--- config.mk ---
export PLATFORM = sky130hd
export DESIGN_NAME = mem_port_arbiter
export DESIGN_NICKNAME = d
export VERILOG_FILES = /design/src/rtl/mem_port_arbiter.sv
export SDC_FILE = /design/constraint.sdc
export NUM_CORES = 1
export LEC_CHECK = 0
export BUFFER_PORTS_ARGS = -buffer_cell sky130_fd_sc_hd__clkbuf_2
export CELL_PAD_IN_SITES_DETAIL_PLACEMENT = 0
export CELL_PAD_IN_SITES_GLOBAL_PLACEMENT = 2
export CORE_ASPECT_RATIO = 2
export CORE_MARGIN = 2
export CORE_UTILIZATION = 28
export CTS_BUF_LIST = sky130_fd_sc_hd__clkbuf_16
export CTS_CLUSTER_SIZE = 8
export DETAILED_ROUTE_END_ITERATION = 10
export PLACE_DENSITY = 0.88
export SYNTH_ARGS = -nofsm -noshare
export SYNTH_HDL_FRONTEND = slang
export SYNTH_SLANG_ARGS = --single-unit
--- constraint.sdc ---
create_clock -name clk -period 4.8 [get_ports clk]
set_input_delay 0.24 -clock clk [delete_from_list [all_inputs] [get_ports clk]]
set_output_delay 0.24 -clock clk [all_outputs]
set_load 0.01 [all_outputs]
--- src/rtl/mem_port_arbiter.sv ---
// Arbitrates a single-ported memory between fetch and data requesters, data-priority with a fetch anti-starvation streak limit.
// Latency: grant -> mem_req next cycle, valid pulse one cycle after mem_ack, IDLE one cycle later; requesters hold req until valid.
module mem_port_arbiter #(
    parameter int ADDR_W      = 32,
    parameter int DATA_W      = 32,
    parameter int MAX_DSTREAK = 4
) (
    input  logic              clk,
    input  logic              reset,

    input  logic              if_req,
    input  logic [ADDR_W-1:0] if_addr,
    output logic [DATA_W-1:0] if_rdata,
    output logic              if_valid,

    input  logic              d_req,
    input  logic              d_we,
    input  logic [ADDR_W-1:0] d_addr,
    input  logic [DATA_W-1:0] d_wdata,
    output logic [DATA_W-1:0] d_rdata,
    output logic              d_valid,

    output logic              mem_req,
    output logic              mem_we,
    output logic [ADDR_W-1:0] mem_addr,
    output logic [DATA_W-1:0] mem_wdata,
    input  logic              mem_ack,
    input  logic [DATA_W-1:0] mem_rdata
);

    typedef enum logic [1:0] {
        IDLE  = 2'd0,
        IBUSY = 2'd1,
        DBUSY = 2'd2,
        RESP  = 2'd3
    } state_t;

    localparam logic [3:0] DSTREAK_MAX = 4'(MAX_DSTREAK);

    state_t     state;
    logic [3:0] dstreak;
    logic       data_wins;

    // Data keeps priority until it has won DSTREAK_MAX times in a row over a waiting fetch.
    assign data_wins = d_req && (!if_req || (dstreak < DSTREAK_MAX));

    always_ff @(posedge clk or posedge reset) begin
        if (reset) begin
            state     <= IDLE;
            dstreak   <= 4'd0;
            mem_req   <= 1'b0;
            mem_we    <= 1'b0;
            mem_addr  <= '0;
            mem_wdata <= '0;
            if_rdata  <= '0;
            if_valid  <= 1'b0;
            d_rdata   <= '0;
            d_valid   <= 1'b0;
        end else begin
            if_valid <= 1'b0;
            d_valid  <= 1'b0;
            case (state)
                IDLE: begin
                    if (data_wins) begin
                        mem_req   <= 1'b1;
                        mem_we    <= d_we;
                        mem_addr  <= d_addr;
                        mem_wdata <= d_wdata;
                        if (!if_req)
                            dstreak <= 4'd0;
                        else if (dstreak < DSTREAK_MAX)
                            dstreak <= dstreak + 4'd1;
                        state <= DBUSY;
                    end else if (if_req) begin
                        mem_req   <= 1'b1;
                        mem_we    <= 1'b0;
                        mem_addr  <= if_addr;
                        mem_wdata <= '0;
                        dstreak   <= 4'd0;
                        state     <= IBUSY;
                    end
                end
                IBUSY: begin
                    if (mem_ack) begin
                        mem_req  <= 1'b0;
                        if_rdata <= mem_rdata;
                        if_valid <= 1'b1;
                        state    <= RESP;
                    end
                end
                DBUSY: begin
                    if (mem_ack) begin
                        mem_req <= 1'b0;
                        if (!mem_we)
                            d_rdata <= mem_rdata;
                        d_valid <= 1'b1;
                        state   <= RESP;
                    end
                end
                // Requests and acks are ignored here so requesters can drop or renew req.
                RESP: begin
                    state <= IDLE;
                end
                default: begin
                    state <= IDLE;
                end
            endcase
        end
    end

endmodule

# --- Word-level counts from Yosys, hierarchy flattened ---
# Cells that the tools add are included.
classes:
  n_mux: 21
  magnitude_cmp: 1
  n_eq_ne: 6
  add_sub_neg: 1
  bitwise: 1
  n_reduce_logical: 13
ops:
  columns: ["operator", "count"]
  rows:
  - ["2-to-1 mux 32 bit", 4]
  - ["2-to-1 mux 4 bit", 4]
  - ["AND reduction 3 bit", 3]
  - ["2-to-1 mux 1 bit", 8]
  - ["2-to-1 mux 2 bit", 3]
  - ["case mux 2 bit (3 select lines)", 1]
  - ["AND reduction 2 bit", 3]
  - ["adder 4 x 1 -> 4 bit (second input constant)", 1]
  - ["== test 2 bit (second input constant)", 2]
  - ["< comparator 4 x 3 -> 1 bit (second input constant)", 1]
  - ["nonzero test 2 bit", 2]
  - ["!= test 3 x 2 -> 1 bit (second input constant)", 1]
  - ["!= test 3 bit (second input constant)", 1]
  - ["== test 2 x 1 -> 1 bit (second input constant)", 1]
  - ["zero test 2 bit", 1]
  - ["!= test 2 x 1 -> 1 bit (second input constant)", 1]
  - ["case mux 1 bit (2 select lines)", 1]
  - ["OR reduction 2 bit", 1]
  - ["logical AND 1 bit", 1]
  - ["zero test 1 bit", 1]
  - ["logical OR 1 bit", 1]
  - ["NOT 1 bit", 1]
word_totals:
  in_bits: 134
  regBits: 138

# --- Depth between registers and ports, before layout ---
logic_depth:
  word_depth: 5
  depth_mapped: 8
  mapped_depth_nobuf: 5

# --- Worst setup path after synthesis ---
# OpenSTA, ideal clock, no wires.
synth_path:
  kind: "register -> register"
  from: "register state[0]"
  to: "register state[0]"
  setup_slack_ps: 3246
  arrival_time_ps: 1430
  path_stages_with_launch: 6
  setup_time_ps: 125
  period_less_slack_ps: 1554
  t_required_ps: 4675
  path_cell_list: "dfrtp_1 > inv_1 > ha_1 > nor2b_1 > a21oi_1 > mux2_2"
synth_via:
  elab_chain_cells: 4
  elab_cells_between_ends: 9
synth_lines:
  columns: ["element", "line", "source"]
  rows:
  - ["start: declaration", "40", "state_t state;"]
  - ["start signal: assignment", "49", "state <= IDLE;"]
  - ["start signal: assignment", "73", "state <= DBUSY;"]
  - ["start signal: assignment", "80", "state <= IBUSY;"]
  - ["== test 2 bit / == test 2 x 1 -> 1 bit (equally long branches)", "62", "case (state)"]
  - ["OR reduction 2 bit (no line)", null, null]
  - ["!= test 2 x 1 -> 1 bit (no line)", null, null]
  - ["AND reduction 2 bit (no line)", null, null]
# Several ways; a longest one is shown, not always the timed one.
# A chain may end at the register's enable or synchronous reset.

# --- Worst setup path after layout ---
layout_path:
  from: "register state[0]"
  to: "register mem_wdata[15]"
layout_via:
  elab_chain_cells: 2
layout_lines:
  columns: ["element", "line", "source"]
  rows:
  - ["zero test 2 bit", "62", null]
  - ["AND reduction 2 bit (no line)", null, null]
  - ["end signal: assignment", "68", "mem_wdata <= d_wdata;"]
  - ["end: declaration", "26", "output logic [DATA_W-1:0] mem_wdata,"]
# Every way passes these cells.

==> impl_metrics.env <==
export IMPL_status="finished, violations left"
export IMPL_failed_checks="negative hold slack"
export IMPL_die_area_sq_mm=0.0224
export IMPL_maxSlewViolCount=0
export IMPL_grt_busiest_layer="met2"
export IMPL_die_w_um=107
export IMPL_critPathLaunchType="register"
export IMPL_yosysTopAreaCellShare_pct=58.2
export IMPL_core_sq_mm=0.0209
export IMPL_numClockSinks=138
export IMPL_via_per_inst=4.56
export IMPL_ctsHoldBuffers=0
export IMPL_drt_pass1_iter_count=4
export IMPL_post_cts_buffers=0
export IMPL_crit_arrival_ns=3.11
export IMPL_num_vias=4747
export IMPL_finalWeightedCongestion=0.734
export IMPL_worst_clock_skew_ns=0.0107
export IMPL_cts_root_buf="clkbuf_16"
export IMPL_min_period_ns=2.80
export IMPL_pwr_density_cell_mw_per_mm2=672
export IMPL_p_leak_nw=4.03
export IMPL_rsz0062_at_grt="no"
export IMPL_syn_to_final_growth_pct=35.4
export IMPL_fin_crit_sh_pct=58.4
export IMPL_power_w=0.00540
export IMPL_syn_nets=647
export IMPL_cts_tree="yes"
export IMPL_synth_enable_flop_cells=0
export IMPL_synthArstFlopShare_pct=100
export IMPL_wl_per_cell_um=16.8
export IMPL_ys_warn_count=0
export IMPL_htreeDepth=4
export IMPL_synth_largest_area_cell="dfrtp_1"
export IMPL_worstSetupEndpointType="register"
export IMPL_slew_headroom_pct=25.1
export IMPL_cts_buffers=17
export IMPL_synthCells=507
export IMPL_use_met2_pct=29.7
export IMPL_crit_family="compound AO/OA/AOI/OAI gates"
export IMPL_synth_flop_cell="dfrtp_1"
export IMPL_finalSetupTns_ns=0
export IMPL_port_buffers=265
export IMPL_dpl_hpwl_mm=12.4
export IMPL_regArea_sq_mm=0.00345
export IMPL_num_fill_cells=2144
export IMPL_die_h_um=210
export IMPL_crit_chain="inv_1 -> ha_2 -> o21a_2 -> buf_4 -> nand2_1 -> o21ai_0"
export IMPL_antenna_cells=0
export IMPL_io_pins=266
export IMPL_drt_iter0_markers=124
export IMPL_grt_pass1_vias=5061
export IMPL_hold_ws_ns=-0.0140
export IMPL_syn_area_sq_mm=0.00593
export IMPL_detail_route_antenna_nets=0
export IMPL_ir_drop_mv=0.222
export IMPL_setup_viol=0
export IMPL_timing_fmax_mhz=357
export IMPL_track_usage_pct=15.9
export IMPL_multi_input_area_sq_mm=0.00224
export IMPL_tightest_slew_ns=1.12
export IMPL_grt_max_degree=100
export IMPL_grt_antenna_before_repair=0
export IMPL_drive_gt1_share_pct=51.2
export IMPL_clk_pin_slew_ns=0.06
export IMPL_ys_top_cells_by_area="dfrtp_1, mux2_2, nand2_1"
export IMPL_drc=0
export IMPL_synth_area_per_cell_sq_um=11.7
export IMPL_cts_resized=0
export IMPL_cap_violations=0
export IMPL_cp_slowest_cell="o21a_2"
export IMPL_path_max_fanout=37
export IMPL_crit_required_ns=5.11
export IMPL_overflow=0
export IMPL_synth_cell_types=31
export IMPL_clk_latency_ns=0.41
export IMPL_crit_buf_inv=2
export IMPL_ys_seq_area_share_pct=58.2
export IMPL_clock_path_buffers=2
export IMPL_layout_nets=898
export IMPL_start_util_pct=28.4
export IMPL_routed_wl_mm=17.5
export IMPL_grt_pass1_wl_mm=27.3
export IMPL_grt_use_met3_pct=3.54
export IMPL_use_met1_pct=17.2
export IMPL_ys_seq_elements=138
export IMPL_crit_type="register to register"
export IMPL_hp_class="primary input to asynchronous set/reset pin"
export IMPL_final_cell_mix="clkbuf_2, dfrtp_1, nand2_1, mux2_2, nand4_1"
export IMPL_hold_viol_final=6
export IMPL_row_count=75
export IMPL_final_common_cell="clkbuf_2"
export IMPL_cpPeakStageDelay_ns=0.74
==> report_power, final <==
| part | switching, W | internal [W] |
|---|---|---|
| registers | 0.000282 | 0.00170 |
| clock network | 0.000497 | 0.000861 |
| logic | 0.00114 | 0.000916 |
| total | 0.00192 | 0.00348 |
==> final cells by class <==
class	count	share of cell area [%]
multi-input combinational	324	27.8
timing repair buffer	271	17.1
clock buffer	17	5.30
clock inverter	15	2.27
inverter	6	0.343
sequential	138	43.0
tap	269	4.19
==> through the flow <==
stage	area [sq um]	setup slack, ns	utilization, %	cells
4_1_cts	8030	1.95	38.4	1040
2_1_floorplan	5930	0.864	-	507
5_1_grt	8030	1.74	38.4	1040
6_report	8030	2.00	38.4	1040
3_5_place_dp	7430	1.94	35.5	1008
3_3_place_gp	7430	2.01	35.5	1008
==> cell families after synthesis <==
logic type	after synthesis	synth area share, %
simple gates	176	12.7
fa+ha+maj	6	1.27
compound gates	75	10.8
mux	67	12.7
flops	138	58.2
buf+inv	45	4.34
==> layer usage <==
| metal | share of wire [%] | vias up | routed length (um) |
|---|---|---|---|
| li1 | - | 2264 | - |
| met1 | 38 | 2287 | 6630 |
| met2 | 55 | 179 | 9700 |
| met3 | 4.7 | 17 | 815 |
| met4 | 2.1 | 0 | 362 |
| met5 | 0 | - | 0 |
==> synthesized netlist by cell type (3+ instances only) <==
cell type and n:
buf_2 8, buf_6 7, buf_4 6, mux2_2 60, o211ai_2 30, and2_1 3
o21ai_1 10, inv_1 6, nand2_1 136, nand4_1 32, ha_1 6, o21ai_0 23
dfrtp_1 138, mux2_1 5, clkbuf_2 3, clkbuf_1 14
==> registers in the layout (all words and copies together), names as in the netlist <==
name,count
mem_req,1
if_valid,1
state,2
d_valid,1
if_rdata,32
mem_wdata,32
mem_addr,32
dstreak,4
d_rdata,32
mem_we,1
==> worst paths after layout <==
kind                                     startpoint                   endpoint  slack [ns]  depth (start not counted)
max reg2reg                    state[0]$_DFFE_PP0P_  mem_wdata[15]$_DFFE_PP0P_        2.00                          6
min in group clk                         d_wdata[9]   mem_wdata[9]$_DFFE_PP0P_        0.04                          3
min reg2reg                mem_wdata[1]$_DFFE_PP0P_   mem_wdata[1]$_DFFE_PP0P_        0.48                          2
max in group asynchronous                     reset   mem_addr[11]$_DFFE_PP0P_        3.68                          3
min                                           reset   if_rdata[21]$_DFFE_PP0P_       -0.01                          2
max                            state[0]$_DFFE_PP0P_  mem_wdata[15]$_DFFE_PP0P_        2.00                          6
No activity file was read; power rests on OpenSTA's default activity.
